**config.mk**
```make
export PLATFORM = sky130hd
export DESIGN_NAME = aes_spi_sequencer
export DESIGN_NICKNAME = d
export VERILOG_FILES = /design/src/rtl/aes_pkg.sv /design/src/rtl/spi_frame_shifter.sv /design/src/rtl/aes_spi_sequencer.sv
export SDC_FILE = /design/constraint.sdc
export NUM_CORES = 2
export LEC_CHECK = 0
export ABC_AREA = 1
export CORE_AREA = 2 2 398 400
export DETAILED_ROUTE_END_ITERATION = 16
export DIE_AREA = 0 0 400 402
export PLACE_DENSITY = 0.46
export SYNTH_ARGS = -nofsm -noshare
export SYNTH_HDL_FRONTEND = slang
export SYNTH_SLANG_ARGS = --single-unit
```
**constraint.sdc**
```tcl
create_clock -name clk -period 3.8 [get_ports clk]
set_input_delay 0.95 -clock clk [delete_from_list [all_inputs] [get_ports clk]]
set_output_delay 0.95 -clock clk [all_outputs]
set_load 0.05 [all_outputs]
```
**src/rtl/aes_pkg.sv**
```systemverilog
// Shared types and defaults for the serial AES core host sequencer.
// Also carries the FIPS-197 appendix C.1 vector used to exercise the path end to end.
package aes_pkg;

    localparam int W_DEF         = 128;
    localparam int FRAME_LEN_DEF = 129;
    localparam int CORE_LAT_DEF  = 16;

    typedef enum logic [2:0] {
        IDLE,
        DATA,
        KEY,
        WAIT,
        RESP
    } state_t;

    localparam logic [127:0] FIPS_PT  = 128'h00112233445566778899aabbccddeeff;
    localparam logic [127:0] FIPS_KEY = 128'h000102030405060708090a0b0c0d0e0f;
    localparam logic [127:0] FIPS_CT  = 128'h69c4e0d86a7b0430d8cdb78070b4c55a;

    function automatic int max2(input int a, input int b);
        return (a > b) ? a : b;
    endfunction

endpackage

```
**src/rtl/spi_frame_shifter.sv**
```systemverilog
// One chip-select frame: W MSB-first shift cycles, then turnaround cycles with mosi low.
// The returned miso bits replace the outgoing word, so echo holds the captured frame at the end.
module spi_frame_shifter #(
    parameter int W         = 128,
    parameter int FRAME_LEN = 129
) (
    input  logic         clk,
    input  logic         rst,
    input  logic         load,
    input  logic [W-1:0] load_val,
    input  logic         shift,
    input  logic         miso_in,
    output logic         mosi,
    output logic [W-1:0] echo,
    output logic         last
);

    localparam int CW = $clog2(FRAME_LEN + 1);

    logic [CW-1:0] cnt;

    assign last = (cnt == CW'(FRAME_LEN - 1));

    always_ff @(posedge clk) begin
        if (rst) begin
            echo <= '0;
            cnt  <= '0;
            mosi <= 1'b0;
        end else if (load) begin
            echo <= load_val;
            cnt  <= '0;
            mosi <= load_val[W-1];
        end else if (shift) begin
            if (!last)
                cnt <= cnt + CW'(1);
            // The next outgoing bit sits one below the MSB before this shift lands.
            if (cnt < CW'(W)) begin
                echo <= {echo[W-2:0], miso_in};
                mosi <= (cnt == CW'(W - 1)) ? 1'b0 : echo[W-2];
            end else begin
                mosi <= 1'b0;
            end
        end
    end

endmodule

```
**src/rtl/aes_spi_sequencer.sv**
```systemverilog
// Host-side sequencer for the serial AES core: data frame, key frame, fixed core wait,
// then holds the parallel results and serial echoes until the consumer takes them.
module aes_spi_sequencer
    import aes_pkg::*;
#(
    parameter int W         = W_DEF,
    parameter int FRAME_LEN = FRAME_LEN_DEF,
    parameter int CORE_LAT  = CORE_LAT_DEF
) (
    input  logic         clk,
    input  logic         rst,
    input  logic         req_valid,
    output logic         req_ready,
    input  logic [W-1:0] req_data,
    input  logic [W-1:0] req_key,
    output logic         cs1,
    output logic         cs2,
    output logic         mosi,
    input  logic         misod,
    input  logic         misok,
    input  logic [W-1:0] encrypted,
    input  logic [W-1:0] decrypted,
    output logic         rsp_valid,
    input  logic         rsp_ready,
    output logic [W-1:0] rsp_enc,
    output logic [W-1:0] rsp_dec,
    output logic [W-1:0] rsp_echo_d,
    output logic [W-1:0] rsp_echo_k,
    output logic         busy
);

    localparam int CW = $clog2(max2(FRAME_LEN, CORE_LAT) + 1);

    state_t        state, nxt;
    logic [CW-1:0] cnt;
    logic [W-1:0]  key_q, echo_d_q, sh_echo, load_val;
    logic          load, shift, miso, sh_last, accept, wait_last;

    assign accept    = (state == IDLE) && req_valid;
    assign wait_last = (state == WAIT) && (cnt == CW'(CORE_LAT - 1));

    spi_frame_shifter #(.W(W), .FRAME_LEN(FRAME_LEN)) u_shift (
        .clk      (clk),
        .rst      (rst),
        .load     (load),
        .load_val (load_val),
        .shift    (shift),
        .miso_in  (miso),
        .mosi     (mosi),
        .echo     (sh_echo),
        .last     (sh_last)
    );

    always_ff @(posedge clk) begin
        if (rst) state <= IDLE;
        else     state <= nxt;
    end

    always_comb begin
        nxt = state;
        case (state)
            IDLE:    if (req_valid) nxt = DATA;
            DATA:    if (sh_last)   nxt = KEY;
            KEY:     if (sh_last)   nxt = WAIT;
            WAIT:    if (wait_last) nxt = RESP;
            RESP:    if (rsp_ready) nxt = IDLE;
            default: nxt = IDLE;
        endcase
    end

    always_comb begin
        req_ready = 1'b0;
        busy      = 1'b1;
        cs1       = 1'b1;
        cs2       = 1'b1;
        rsp_valid = 1'b0;
        load      = 1'b0;
        load_val  = req_data;
        shift     = 1'b0;
        miso      = misok;
        case (state)
            IDLE: begin
                req_ready = 1'b1;
                busy      = 1'b0;
                load      = req_valid;
            end
            DATA: begin
                cs1   = 1'b0;
                shift = 1'b1;
                miso  = misod;
                // Key frame follows on the very next cycle, so reload the shifter here.
                if (sh_last) begin
                    load     = 1'b1;
                    load_val = key_q;
                end
            end
            KEY: begin
                cs2   = 1'b0;
                shift = 1'b1;
            end
            RESP:    rsp_valid = 1'b1;
            default: ;
        endcase
    end

    always_ff @(posedge clk) begin
        if (rst) begin
            cnt        <= '0;
            key_q      <= '0;
            echo_d_q   <= '0;
            rsp_enc    <= '0;
            rsp_dec    <= '0;
            rsp_echo_d <= '0;
            rsp_echo_k <= '0;
        end else begin
            if (accept)
                key_q <= req_key;
            if (state == DATA && sh_last)
                echo_d_q <= sh_echo;
            if (state == KEY && sh_last)
                cnt <= '0;
            else if (state == WAIT)
                cnt <= cnt + CW'(1);
            if (wait_last) begin
                rsp_enc    <= encrypted;
                rsp_dec    <= decrypted;
                rsp_echo_d <= echo_d_q;
                rsp_echo_k <= sh_echo;
            end
        end
    end

endmodule

```
==> results.cfg <==
[clocking]
clock_latency_ps = 750
hold_buffers = 0
htree_num_levels = 3
numCtsBuffers = 109
clockRootBuffer = clkbuf_16
cts_tree = built
cts_max_path_buffers = 3
clock-sinks = 916
post_cts_buffers = 0
cts_resized = 0
clk_pin_slew_worst_paths_ps = 60

[routing]
firstDrtPassIters = 6
ant_nets = 0
drc_errors = 0
wl_um = 162000
via_per_inst = 4.46
drt-initial-drc-count = 1982
vias = 34100
wl_per_cell_um = 21.2

[global_route]
grt_antenna_before_repair = 51
grt_pass1_wl_um = 234000
grt_busiest_layer = met2
met2_usage_pct = 32.0
grt_max_degree = 200
grt_overflow = 0
grt_pass1_vias = 32900
grt_use_total_pct = 19.5
grt_use_met3_pct = 5.11
grtUsageMet1_pct = 24.9

[placed_design]
place_congestion = 0.925
placed_cells = 7433
port_buffers = 1035
dp_hpwl_um = 117000
placed_cell_area_um2 = 46800
post-place-ws_ps = 719

[logic_synthesis]
syn-num-nets = 5157
yosysUniqueCellTypes = 26
synth_common_cells = 1042 x nor2_1, 916 x dfxtp_1, 648 x o21ai_0, 424 x nand2_1, 400 x nand3_1
post-synth-top-count-cell = nor2_1
yosys.area.top_type = dfxtp_1
synthFlopType = dfxtp_1
synth_cells = 4636
yosysSeqAreaShare_pct = 53.0
async_reset_ff_share_pct = 0
syn_area_um2 = 34600
synth_seq_cells = 916
postSynthAreaPerCell_um2 = 7.47
ys.warnings.count = 0
synth-edff-count = 0
synth_area_leaders = dfxtp_1 53%, nor2_1 11%, o21ai_0 9.4%
synth_top_area_share_pct = 53.0

[finish]
synthToLayoutAreaGrowth_pct = 46.0
drive_gt1_share_pct = 4.41
layout.nets = 5993
finalNonFillerCells = 7646
final_cell_area_um2 = 50600
num-fill-cells = 16900

[critical_path]
reg2reg_slack_ps = 980
crit_path_cell_trace = inv_1 -> nor3_1 -> clkdlybuf4s50_1
critPathRequiredTime_ps = 2850
crit_path_end_kind = primary output
cp_top_family = buffers and inverters
crit_fanout = 5
cp.arrival_ps = 2400
critPathSlowestCell = clkdlybuf4s50_1
critPathLaunchType = flop
cp_num_buf_inv = 2
max_stage_delay_ps = 1060
worst-setup-path-type = flop to primary output

[timing]
max_freq_ghz = 0.298
finalSetupViolCount = 0
timing.slew.headroom_pct = 34.5
tightest_slew_ps = 982
layout_setup_ws_ps = 445
finalClockSkew_ps = 90.3
hold_viol_final = 0
period_share_pct = 88.3
final.setup.tns_ps = 0
drv_slew = 0
period_needed_ps = 3350
grt_setup_unrepaired = false

[power]
ir_drop_mv = 0.414
p_leak_uw = 0.0201
p_per_area_nw_per_um2 = 571

[hold_path]
min_path_type = flop to flop

[die]
die_area_um2 = 161000
die_h_um = 402
coreArea_um2 = 157000
fp-row-count = 146
io_pins = 1036
fp.dieW_um = 400
start_util_pct = 22.0

[status]
status = completed

[flow_run]
drv_cap = 0
## routing by layer
metal | routed length (um) | part of all wire [%] | up-vias
li1 | - | - | 16800
met1 | 70400 | 43 | 16100
met2 | 76000 | 47 | 954
met3 | 10900 | 6.8 | 255
met4 | 4290 | 2.6 | 42
met5 | 282 | 0.17 | -
## metrics by stage
stage	hold slack (ps)	power, uW	utilization [%]
2_1_floorplan	430	15700	-
3_3_place_gp	436	18200	29.8
3_5_place_dp	441	18200	29.8
4_1_cts	430	29300	32.2
5_1_grt	461	30700	32.2
6_report	437	28900	32.2
## logic make-up (layout without fill, tap and decap cells)
| logic type | count (synthesis) | after routing | share of synthesized area, % |
|---|---|---|---|
| simple gates | 1886 | 1886 | 22.1 |
| compound gates | 1172 | 1172 | 16.9 |
| flops | 916 | 916 | 53.0 |
| buf+inv | 655 | 1579 | 7.80 |
| xor+xnor | 4 | 4 | 0.101 |
| fa+ha+maj | 3 | 3 | 0.108 |
| other cells | 0 | 14 | 0 |
## layout make-up
class                      instances  area, um^2  area share [%]
sequential                       916       18300            36.3
multi-input combinational       3065       13600            26.9
timing repair buffer            1091       11100            22.0
clock buffer                     162        3230            6.38
tap                             2072        2590            5.13
inverter                         289        1110            2.19
clock inverter                    37         508            1.00
antenna                           14        35.0          0.0693
## registers in the layout, summed over array words and instances, names as in the netlist
name and count:
echo_d_q 128, key_q 128, rsp_dec 128, rsp_echo_d 128, rsp_echo_k 128, rsp_enc 128, u_shift.echo 128, cnt 8
u_shift.cnt 8, state 3, u_shift.mosi 1
## cell usage in the layout (no fill, tap or decap), drive strengths merged
master,n
diode,14
clkdlybuf4s50,1035
nand4,5
ha,3
nor3b,3
buf,56
nand3,402
nor2,1044
nor3,6
xor2,4
o21a,1
clkinv,23
inv,292
o21ai,776
bufinv,7
clkbuf,162
or2,1
dfxtp,916
a21oi,395
clkinvlp,4
nand2,425
## tightest hold or removal path, stage by stage (launching register included)
cell and delay [ps]:
dfxtp_1 290, inv_1 60, a21oi_1 60
## power breakdown
group / leakage, uW / internal (uW) / switching, uW
combinational: 0.0108 / 2260 / 4330
sequential: 0.00743 / 10600 / 795
clock: 0.00183 / 6370 / 4500
## final timing paths
check / end / depth (start not counted) / from
setup / recovery: rsp_valid / 3 / state[2]
hold / removal: rsp_echo_d[32] / 2 / echo_d_q[32]
setup reg to reg: rsp_enc[50] / 6 / state[0]
hold reg to reg: rsp_echo_d[32] / 2 / echo_d_q[32]
Note: power is estimated with default switching activity, not from simulation.
